<file path="src/rtl/decode_pipe_if.sv">
// Decode-stage bus: IF/ID inputs, IF feedback, register-file ports and the registered ID/EX bundle.
interface decode_pipe_if #(
  parameter int DATA_W = 32,
  parameter int RA_W   = 5
);
  logic              fw_if_id_stall;
  logic              ex_id_flush;
  logic              if_id_valid;
  logic [DATA_W-1:0] if_id_instrucao;
  logic [DATA_W-1:0] if_id_proximopc;
  logic              id_if_stall;
  logic              id_if_selfontepc;
  logic [DATA_W-1:0] id_if_pcimd2ext;
  logic [DATA_W-1:0] id_if_pcindex;
  logic [RA_W-1:0]   id_reg_addra;
  logic [RA_W-1:0]   id_reg_addrb;
  logic [DATA_W-1:0] reg_id_dataa;
  logic [DATA_W-1:0] reg_id_datab;
  logic              id_ex_valid;
  logic [2:0]        id_ex_aluop;
  logic              id_ex_selimregb;
  logic [1:0]        id_ex_shiftop;
  logic [4:0]        id_ex_shiftamt;
  logic [DATA_W-1:0] id_ex_rega;
  logic [DATA_W-1:0] id_ex_regb;
  logic [DATA_W-1:0] id_ex_imedext;
  logic [DATA_W-1:0] id_ex_proximopc;
  logic              id_ex_readmem;
  logic              id_ex_writemem;
  logic [RA_W-1:0]   id_ex_regdest;
  logic              id_ex_writereg;

  modport slave (
    input  fw_if_id_stall, ex_id_flush, if_id_valid, if_id_instrucao, if_id_proximopc,
    input  reg_id_dataa, reg_id_datab,
    output id_if_stall, id_if_selfontepc, id_if_pcimd2ext, id_if_pcindex,
    output id_reg_addra, id_reg_addrb,
    output id_ex_valid, id_ex_aluop, id_ex_selimregb, id_ex_shiftop, id_ex_shiftamt,
    output id_ex_rega, id_ex_regb, id_ex_imedext, id_ex_proximopc,
    output id_ex_readmem, id_ex_writemem, id_ex_regdest, id_ex_writereg
  );

  modport master (
    output fw_if_id_stall, ex_id_flush, if_id_valid, if_id_instrucao, if_id_proximopc,
    output reg_id_dataa, reg_id_datab,
    input  id_if_stall, id_if_selfontepc, id_if_pcimd2ext, id_if_pcindex,
    input  id_reg_addra, id_reg_addrb,
    input  id_ex_valid, id_ex_aluop, id_ex_selimregb, id_ex_shiftop, id_ex_shiftamt,
    input  id_ex_rega, id_ex_regb, id_ex_imedext, id_ex_proximopc,
    input  id_ex_readmem, id_ex_writemem, id_ex_regdest, id_ex_writereg
  );
endinterface

</file>
<file path="src/rtl/decode_pipe.sv">
// MIPS decode stage: comb branch/jump resolution and regfile addressing, 1-cycle registered ID/EX bundle.
// Stall holds ID/EX; flush, load-use hazard or an empty IF/ID slot load an all-zero bubble.
module decode_pipe #(
  parameter int DATA_W   = 32,
  parameter int RA_W     = 5,
  parameter int LINK_REG = 31,
  parameter int IMM_W    = 16
) (
  input  logic          clock,
  input  logic          reset,
  decode_pipe_if.slave  bus
);
  localparam logic [5:0] OP_RTYPE = 6'h00, OP_REGIMM = 6'h01, OP_J    = 6'h02, OP_JAL  = 6'h03;
  localparam logic [5:0] OP_BEQ   = 6'h04, OP_BNE    = 6'h05, OP_BLEZ = 6'h06, OP_BGTZ = 6'h07;
  localparam logic [5:0] OP_ADDI  = 6'h08, OP_ADDIU  = 6'h09, OP_LW   = 6'h23, OP_SW   = 6'h2B;
  localparam logic [5:0] FN_SLL = 6'h00, FN_SRL = 6'h02, FN_SRA = 6'h03, FN_ADD = 6'h20;
  localparam logic [5:0] FN_ADDU = 6'h21, FN_SUB = 6'h22, FN_AND = 6'h24, FN_OR = 6'h25;
  localparam logic [4:0] RI_BLTZ = 5'h00, RI_BGEZ = 5'h01, RI_BLTZAL = 5'h10, RI_BGEZAL = 5'h11;
  localparam logic [2:0] ALU_ADD = 3'd0, ALU_SUB = 3'd1, ALU_AND = 3'd2, ALU_OR = 3'd3, ALU_SHF = 3'd4;

  typedef struct packed {
    logic              valid;
    logic [2:0]        aluop;
    logic              selimregb;
    logic [1:0]        shiftop;
    logic [4:0]        shiftamt;
    logic [DATA_W-1:0] rega;
    logic [DATA_W-1:0] regb;
    logic [DATA_W-1:0] imedext;
    logic [DATA_W-1:0] proximopc;
    logic              readmem;
    logic              writemem;
    logic [RA_W-1:0]   regdest;
    logic              writereg;
  } idex_t;

  idex_t             r_idex;
  idex_t             w_dec;
  logic [5:0]        w_op;
  logic [5:0]        w_funct;
  logic [4:0]        w_ri_sel;
  logic [RA_W-1:0]   w_rs;
  logic [RA_W-1:0]   w_rt;
  logic [RA_W-1:0]   w_rd;
  logic [RA_W-1:0]   w_addrb;
  logic [IMM_W-1:0]  w_imm;
  logic [DATA_W-1:0] w_imedext;
  logic              w_a_neg;
  logic              w_a_zero;
  logic              w_a_eq_b;
  logic              w_b_used;
  logic              w_taken;
  logic              w_hazard;

  assign w_op      = bus.if_id_instrucao[31:26];
  assign w_funct   = bus.if_id_instrucao[5:0];
  assign w_ri_sel  = bus.if_id_instrucao[20:16];
  assign w_rs      = bus.if_id_instrucao[21 +: RA_W];
  assign w_rt      = bus.if_id_instrucao[16 +: RA_W];
  assign w_rd      = bus.if_id_instrucao[11 +: RA_W];
  assign w_imm     = bus.if_id_instrucao[IMM_W-1:0];
  assign w_imedext = {{(DATA_W-IMM_W){w_imm[IMM_W-1]}}, w_imm};
  assign w_a_neg   = bus.reg_id_dataa[DATA_W-1];
  assign w_a_zero  = (bus.reg_id_dataa == '0);
  assign w_a_eq_b  = (bus.reg_id_dataa == bus.reg_id_datab);

  always_comb begin
    w_dec           = '0;
    w_dec.valid     = 1'b1;
    w_dec.shiftamt  = bus.if_id_instrucao[10:6];
    w_dec.rega      = bus.reg_id_dataa;
    w_dec.regb      = bus.reg_id_datab;
    w_dec.imedext   = w_imedext;
    w_dec.proximopc = bus.if_id_proximopc;
    w_addrb         = w_rt;
    w_b_used        = 1'b0;
    w_taken         = 1'b0;
    case (w_op)
      OP_RTYPE: begin
        w_b_used       = 1'b1;
        w_dec.regdest  = w_rd;
        w_dec.writereg = 1'b1;
        case (w_funct)
          FN_ADD, FN_ADDU: w_dec.aluop = ALU_ADD;
          FN_SUB:          w_dec.aluop = ALU_SUB;
          FN_AND:          w_dec.aluop = ALU_AND;
          FN_OR:           w_dec.aluop = ALU_OR;
          FN_SLL: begin w_dec.aluop = ALU_SHF; w_dec.shiftop = 2'b00; end
          FN_SRL: begin w_dec.aluop = ALU_SHF; w_dec.shiftop = 2'b01; end
          FN_SRA: begin w_dec.aluop = ALU_SHF; w_dec.shiftop = 2'b11; end
          default: begin w_dec.regdest = '0; w_dec.writereg = 1'b0; end
        endcase
      end
      OP_ADDI, OP_ADDIU, OP_LW: begin
        w_dec.selimregb = 1'b1;
        w_dec.regdest   = w_rt;
        w_dec.writereg  = 1'b1;
        w_dec.readmem   = (w_op == OP_LW);
      end
      OP_SW: begin
        w_b_used        = 1'b1;
        w_dec.selimregb = 1'b1;
        w_dec.writemem  = 1'b1;
      end
      OP_BEQ, OP_BNE: begin
        w_b_used    = 1'b1;
        w_dec.aluop = ALU_SUB;
        w_taken     = (w_op == OP_BEQ) ? w_a_eq_b : !w_a_eq_b;
      end
      OP_BLEZ: begin w_addrb = '0; w_taken = w_a_neg || w_a_zero; end
      OP_BGTZ: begin w_addrb = '0; w_taken = !w_a_neg && !w_a_zero; end
      OP_REGIMM: begin
        w_addrb = '0;
        case (w_ri_sel)
          RI_BLTZ, RI_BLTZAL: w_taken = w_a_neg;
          RI_BGEZ, RI_BGEZAL: w_taken = !w_a_neg;
          default:            w_taken = 1'b0;
        endcase
        // Links write r31 regardless of the branch outcome
        if (w_ri_sel == RI_BLTZAL || w_ri_sel == RI_BGEZAL) begin
          w_dec.regdest  = RA_W'(LINK_REG);
          w_dec.writereg = 1'b1;
        end
      end
      OP_J: w_taken = 1'b1;
      OP_JAL: begin
        w_taken        = 1'b1;
        w_dec.regdest  = RA_W'(LINK_REG);
        w_dec.writereg = 1'b1;
      end
      default: w_taken = 1'b0;
    endcase
  end

  assign w_hazard = r_idex.valid && r_idex.readmem && (r_idex.regdest != '0) && bus.if_id_valid &&
                    ((r_idex.regdest == w_rs) || (w_b_used && (r_idex.regdest == w_addrb)));

  always_ff @(posedge clock) begin
    if (reset) begin
      r_idex <= '0;
    end else if (bus.ex_id_flush) begin
      r_idex <= '0;
    end else if (!bus.fw_if_id_stall) begin
      r_idex <= (w_hazard || !bus.if_id_valid) ? '0 : w_dec;
    end
  end

  assign bus.id_if_stall      = w_hazard && !bus.ex_id_flush;
  assign bus.id_if_selfontepc = w_taken && bus.if_id_valid && !w_hazard && !bus.ex_id_flush;
  assign bus.id_if_pcimd2ext  = bus.if_id_proximopc + (w_imedext << 2);
  assign bus.id_if_pcindex    = {bus.if_id_proximopc[DATA_W-1:28], bus.if_id_instrucao[25:0], 2'b00};
  assign bus.id_reg_addra     = w_rs;
  assign bus.id_reg_addrb     = w_addrb;

  assign bus.id_ex_valid      = r_idex.valid;
  assign bus.id_ex_aluop      = r_idex.aluop;
  assign bus.id_ex_selimregb  = r_idex.selimregb;
  assign bus.id_ex_shiftop    = r_idex.shiftop;
  assign bus.id_ex_shiftamt   = r_idex.shiftamt;
  assign bus.id_ex_rega       = r_idex.rega;
  assign bus.id_ex_regb       = r_idex.regb;
  assign bus.id_ex_imedext    = r_idex.imedext;
  assign bus.id_ex_proximopc  = r_idex.proximopc;
  assign bus.id_ex_readmem    = r_idex.readmem;
  assign bus.id_ex_writemem   = r_idex.writemem;
  assign bus.id_ex_regdest    = r_idex.regdest;
  assign bus.id_ex_writereg   = r_idex.writereg;
endmodule

</file>
<file path="src/flat_wrapper.sv">
// flat-port wrapper written by rule: the top's interface ports become plain ports
module decode_pipe_flat 
#(
  parameter int DATA_W   = 32,
  parameter int RA_W     = 5,
  parameter int LINK_REG = 31,
  parameter int IMM_W    = 16
)
  (clock, reset, bus_fw_if_id_stall, bus_ex_id_flush, bus_if_id_valid, bus_if_id_instrucao, bus_if_id_proximopc, bus_reg_id_dataa, bus_reg_id_datab, bus_id_if_stall, bus_id_if_selfontepc, bus_id_if_pcimd2ext, bus_id_if_pcindex, bus_id_reg_addra, bus_id_reg_addrb, bus_id_ex_valid, bus_id_ex_aluop, bus_id_ex_selimregb, bus_id_ex_shiftop, bus_id_ex_shiftamt, bus_id_ex_rega, bus_id_ex_regb, bus_id_ex_imedext, bus_id_ex_proximopc, bus_id_ex_readmem, bus_id_ex_writemem, bus_id_ex_regdest, bus_id_ex_writereg);
  decode_pipe_if #(.DATA_W(DATA_W), .RA_W(RA_W)) bus_i ();
  input  logic clock;
  input  logic reset;
  input wire logic [$bits(bus_i.fw_if_id_stall)-1:0] bus_fw_if_id_stall;
  input wire logic [$bits(bus_i.ex_id_flush)-1:0] bus_ex_id_flush;
  input wire logic [$bits(bus_i.if_id_valid)-1:0] bus_if_id_valid;
  input wire logic [$bits(bus_i.if_id_instrucao)-1:0] bus_if_id_instrucao;
  input wire logic [$bits(bus_i.if_id_proximopc)-1:0] bus_if_id_proximopc;
  input wire logic [$bits(bus_i.reg_id_dataa)-1:0] bus_reg_id_dataa;
  input wire logic [$bits(bus_i.reg_id_datab)-1:0] bus_reg_id_datab;
  output wire logic [$bits(bus_i.id_if_stall)-1:0] bus_id_if_stall;
  output wire logic [$bits(bus_i.id_if_selfontepc)-1:0] bus_id_if_selfontepc;
  output wire logic [$bits(bus_i.id_if_pcimd2ext)-1:0] bus_id_if_pcimd2ext;
  output wire logic [$bits(bus_i.id_if_pcindex)-1:0] bus_id_if_pcindex;
  output wire logic [$bits(bus_i.id_reg_addra)-1:0] bus_id_reg_addra;
  output wire logic [$bits(bus_i.id_reg_addrb)-1:0] bus_id_reg_addrb;
  output wire logic [$bits(bus_i.id_ex_valid)-1:0] bus_id_ex_valid;
  output wire logic [$bits(bus_i.id_ex_aluop)-1:0] bus_id_ex_aluop;
  output wire logic [$bits(bus_i.id_ex_selimregb)-1:0] bus_id_ex_selimregb;
  output wire logic [$bits(bus_i.id_ex_shiftop)-1:0] bus_id_ex_shiftop;
  output wire logic [$bits(bus_i.id_ex_shiftamt)-1:0] bus_id_ex_shiftamt;
  output wire logic [$bits(bus_i.id_ex_rega)-1:0] bus_id_ex_rega;
  output wire logic [$bits(bus_i.id_ex_regb)-1:0] bus_id_ex_regb;
  output wire logic [$bits(bus_i.id_ex_imedext)-1:0] bus_id_ex_imedext;
  output wire logic [$bits(bus_i.id_ex_proximopc)-1:0] bus_id_ex_proximopc;
  output wire logic [$bits(bus_i.id_ex_readmem)-1:0] bus_id_ex_readmem;
  output wire logic [$bits(bus_i.id_ex_writemem)-1:0] bus_id_ex_writemem;
  output wire logic [$bits(bus_i.id_ex_regdest)-1:0] bus_id_ex_regdest;
  output wire logic [$bits(bus_i.id_ex_writereg)-1:0] bus_id_ex_writereg;
  assign bus_i.fw_if_id_stall = bus_fw_if_id_stall;
  assign bus_i.ex_id_flush = bus_ex_id_flush;
  assign bus_i.if_id_valid = bus_if_id_valid;
  assign bus_i.if_id_instrucao = bus_if_id_instrucao;
  assign bus_i.if_id_proximopc = bus_if_id_proximopc;
  assign bus_i.reg_id_dataa = bus_reg_id_dataa;
  assign bus_i.reg_id_datab = bus_reg_id_datab;
  assign bus_id_if_stall = bus_i.id_if_stall;
  assign bus_id_if_selfontepc = bus_i.id_if_selfontepc;
  assign bus_id_if_pcimd2ext = bus_i.id_if_pcimd2ext;
  assign bus_id_if_pcindex = bus_i.id_if_pcindex;
  assign bus_id_reg_addra = bus_i.id_reg_addra;
  assign bus_id_reg_addrb = bus_i.id_reg_addrb;
  assign bus_id_ex_valid = bus_i.id_ex_valid;
  assign bus_id_ex_aluop = bus_i.id_ex_aluop;
  assign bus_id_ex_selimregb = bus_i.id_ex_selimregb;
  assign bus_id_ex_shiftop = bus_i.id_ex_shiftop;
  assign bus_id_ex_shiftamt = bus_i.id_ex_shiftamt;
  assign bus_id_ex_rega = bus_i.id_ex_rega;
  assign bus_id_ex_regb = bus_i.id_ex_regb;
  assign bus_id_ex_imedext = bus_i.id_ex_imedext;
  assign bus_id_ex_proximopc = bus_i.id_ex_proximopc;
  assign bus_id_ex_readmem = bus_i.id_ex_readmem;
  assign bus_id_ex_writemem = bus_i.id_ex_writemem;
  assign bus_id_ex_regdest = bus_i.id_ex_regdest;
  assign bus_id_ex_writereg = bus_i.id_ex_writereg;
  decode_pipe #(.DATA_W(DATA_W), .RA_W(RA_W), .LINK_REG(LINK_REG), .IMM_W(IMM_W)) u_core (.clock(clock), .reset(reset), .bus(bus_i));
endmodule
</file>
<file path="config.mk">
export PLATFORM = sky130hd
export DESIGN_NAME = decode_pipe_flat
export DESIGN_NICKNAME = d
export VERILOG_FILES = /design/src/rtl/decode_pipe_if.sv /design/src/rtl/decode_pipe.sv /design/src/flat_wrapper.sv
export SDC_FILE = /design/constraint.sdc
export NUM_CORES = 1
export LEC_CHECK = 0
export ABC_CLOCK_PERIOD_IN_PS = 2100
export CAP_MARGIN = 5
export CORE_ASPECT_RATIO = 0.7
export CORE_MARGIN = 8
export CORE_UTILIZATION = 37
export DETAILED_ROUTE_END_ITERATION = 7
export PLACE_DENSITY = 0.79
export SLEW_MARGIN = 40
export SYNTH_ARGS = -nofsm -noshare
export SYNTH_HDL_FRONTEND = slang
export SYNTH_SLANG_ARGS = --single-unit
</file>
<file path="constraint.sdc">
create_clock -name clock -period 2.1 [get_ports clock]
set_input_delay 0.21 -clock clock [delete_from_list [all_inputs] [get_ports clock]]
set_output_delay 0.21 -clock clock [all_outputs]
set_load 0.02 [all_outputs]
</file>
==> out/metrics.csv <==
metric,value,unit
syn-cell-area,7194,µm²
dp.cells,1487,
yosysUniqueCellTypes,64,
yosysSeqAreaShare,35.34,%
setup_viol,134,
cap_violations,0,
worst-slew-pin-transition,0.5457,ns
drive_above_1_share,39.24,%
cts_buffers,17,
gr-total-overflow,0,
cp.required,1.89,ns
synth-async-reset-ratio,0,%
p_leak,0.005975,µW
hpwlAfterDp,25480,µm
drt_iter0_markers,720,
drv_slew,0,
vias,8714,
fin_worst_skew,0.01820,ns
clock_latency,0.42,ns
worst_slack,-0.3426,ns
finalNetCount,1461,
place.gp.congestion,0.8963,
peakVddDrop,595.4,µV
rsz0062_at_grt,yes,
hold_class,primary input to register,
synthCells,751,
grt_pass1_wl,53000,µm
viasPerCell,5.526,
fin_crit,2.443,ns
stdcell_count,1577,
synth_top_area_share,35.34,%
firstDrtPassIters,7,
fin_util,75.23,%
critPathKind,primary input to output port,
multiInputGateArea,4900,µm²
final_common_cell,clkdlybuf4s50_1,
yosys_warnings,0,
drc,0,
grt_max_degree,89,
area_growth,98.38,%
pre_cts_ws,-1.386,ns
hold_viol_final,0,
crit_arrival,2.23,ns
crit_fanout,6,
ant_nets,0,
antenna_found_initial,3,
rows,42,
clk_pin_slew,0.06,ns
relSlewSlack,63.16,%
wl_per_cell,22.90,µm
grt_pass1_vias,8852,
ios,357,
h-tree-depth,4,
critPathLaunchType,primary input,
seqCellArea,2559,µm²
ys_ff_latch,127,
fill_cells,1185,
cts_tree,yes,
portBuffers,354,
clockBufferDepth,2,
syn_avg_cell_area,9.580,µm²
yosys.area.top_type,dfxtp_1,
start_util,37.92,%
cts.sinks,127,
power,8440,µW
die_h,132.7,µm
fin_crit_sh,116.3,%
violations,setup timing,
synth_area_leaders,"dfxtp_1, a22o_1, buf_4",
max_freq,409.4,MHz
groute.usage.overall,27.87,%
cts-root-buf,clkbuf_16,
die_area,24230,µm²
crit_path_end_kind,output port,
fin_area,14270,µm²
status,"finished, violations left",
power.density,591.3,nW/µm²
core_area,18970,µm²
die_w,182.7,µm
synth-edff-count,0,
dpl_cell_area,12100,µm²
layout_common_cells,"clkdlybuf4s50_1, buf_4, dfxtp_1",
wirelength,36110,µm
ys.flop_type,dfxtp_1,
## per-stage QoR
step	setup TNS [ns]	hold slack, ns
2_1_floorplan	-0.1569	0.3357
3_3_place_gp	-88.55	0.4252
3_5_place_dp	-94.08	0.4458
4_1_cts	-8.739	0.01046
5_1_grt	-23.38	0.001444
6_report	-15.13	0.01588
## metal layers
metal	vias to the layer above	track usage [%]	part of all wire, %
met5	-	0	0
met2	473	46.02	47
met3	97	7.985	8.6
met4	0	11.35	3.8
met1	4290	33.56	41
li1	3854	-	-
## registers in the layout, summed over array words and instances, names as in the netlist
register and flops:
u_core.bus.id_ex_rega 32, u_core.bus.id_ex_writemem 1, u_core.bus.id_ex_valid 1, u_core.bus.id_ex_selimregb 1
u_core.bus.id_ex_regdest 5, u_core.bus.id_ex_writereg 1, u_core.bus.id_ex_readmem 1, u_core.bus.id_ex_proximopc 32
u_core.bus.id_ex_regb 32, u_core.bus.id_ex_shiftop 2, u_core.bus.id_ex_imedext 16, u_core.bus.id_ex_aluop 3
## worst paths after layout
path	from	endpoint	slack, ns	depth (start not counted)
max	bus_if_id_instrucao[0]	bus_id_if_pcimd2ext[28]	-0.34	11
max reg2reg	u_core.bus.id_ex_regdest[0]	u_core.bus.id_ex_rega[7]	-0.20	11
min reg2reg	u_core.bus.id_ex_writereg	u_core.bus.id_ex_writereg	0.46	2
min	bus_if_id_proximopc[7]	u_core.bus.id_ex_proximopc[7]	0.02	2
## Yosys cell counts, drive strengths merged, types with 2 or more instances
cell and instances:
inv 18, o21ai 33, nor3b 4, mux2i 2
nand2 39, a21boi 2, nor3 17, a211o 2
buf 75, nor2 28, o31ai 4, or3 2
nand4 11, clkbuf 21, a211oi 6, nand3 4
o21bai 5, nand2b 9, and2 7, a221o 7
nor2b 2, o211a 2, o21a 8, and2b 4
a31oi 3, o311ai 3, a32o 9, a21o 13
xor2 41, and3 5, dfxtp 127, ha 29
a22o 110, nor4 20, xnor2 26, o211ai 5
a21oi 33
## power breakdown
group / switching (µW) / internal [µW]
clock network: 1250 / 1890
logic: 1390 / 1430
registers: 28.7 / 2450
total: 2680 / 5760
## cells by family after synthesis
group,Yosys count,synth area share (%)
compound gates,251,26.94
simple gates,158,11.91
flops,127,35.34
buf+inv,114,11.84
xor+xnor,67,8.156
fa+ha+maj,30,5.322
mux,3,0.4348
other cells,1,0.05212
## what timing repair did
item,in CTS,in global routing
endpoints found under the hold margin,1,0
hold buffers,1,0
gates cloned,11,1
buffers inserted,38,21
endpoints found under the setup margin,151,144
gates resized for setup,504,81
pin swaps,86,58
## worst max-delay path, stage by stage
cell and delay, ns:
buf_8 0.11, ha_4 0.15, inv_2 0.05, fa_2 0.20, nand2b_4 0.15, a21oi_4 0.05, o21a_2 0.26, a221o_2 0.47
o21ai_4 0.19, mux2i_4 0.25, buf_6 0.14
## layout make-up
type	instances	share of cell area, %
clock buffers	17	2.981
clock inverters	14	1.280
repair buffers	621	40.64
multi-input cells	513	34.33
inverters	18	0.4734
diodes	3	0.05260
well taps	264	2.314
flip-flops and latches	127	17.93
Note: power is estimated with default switching activity, not from simulation.
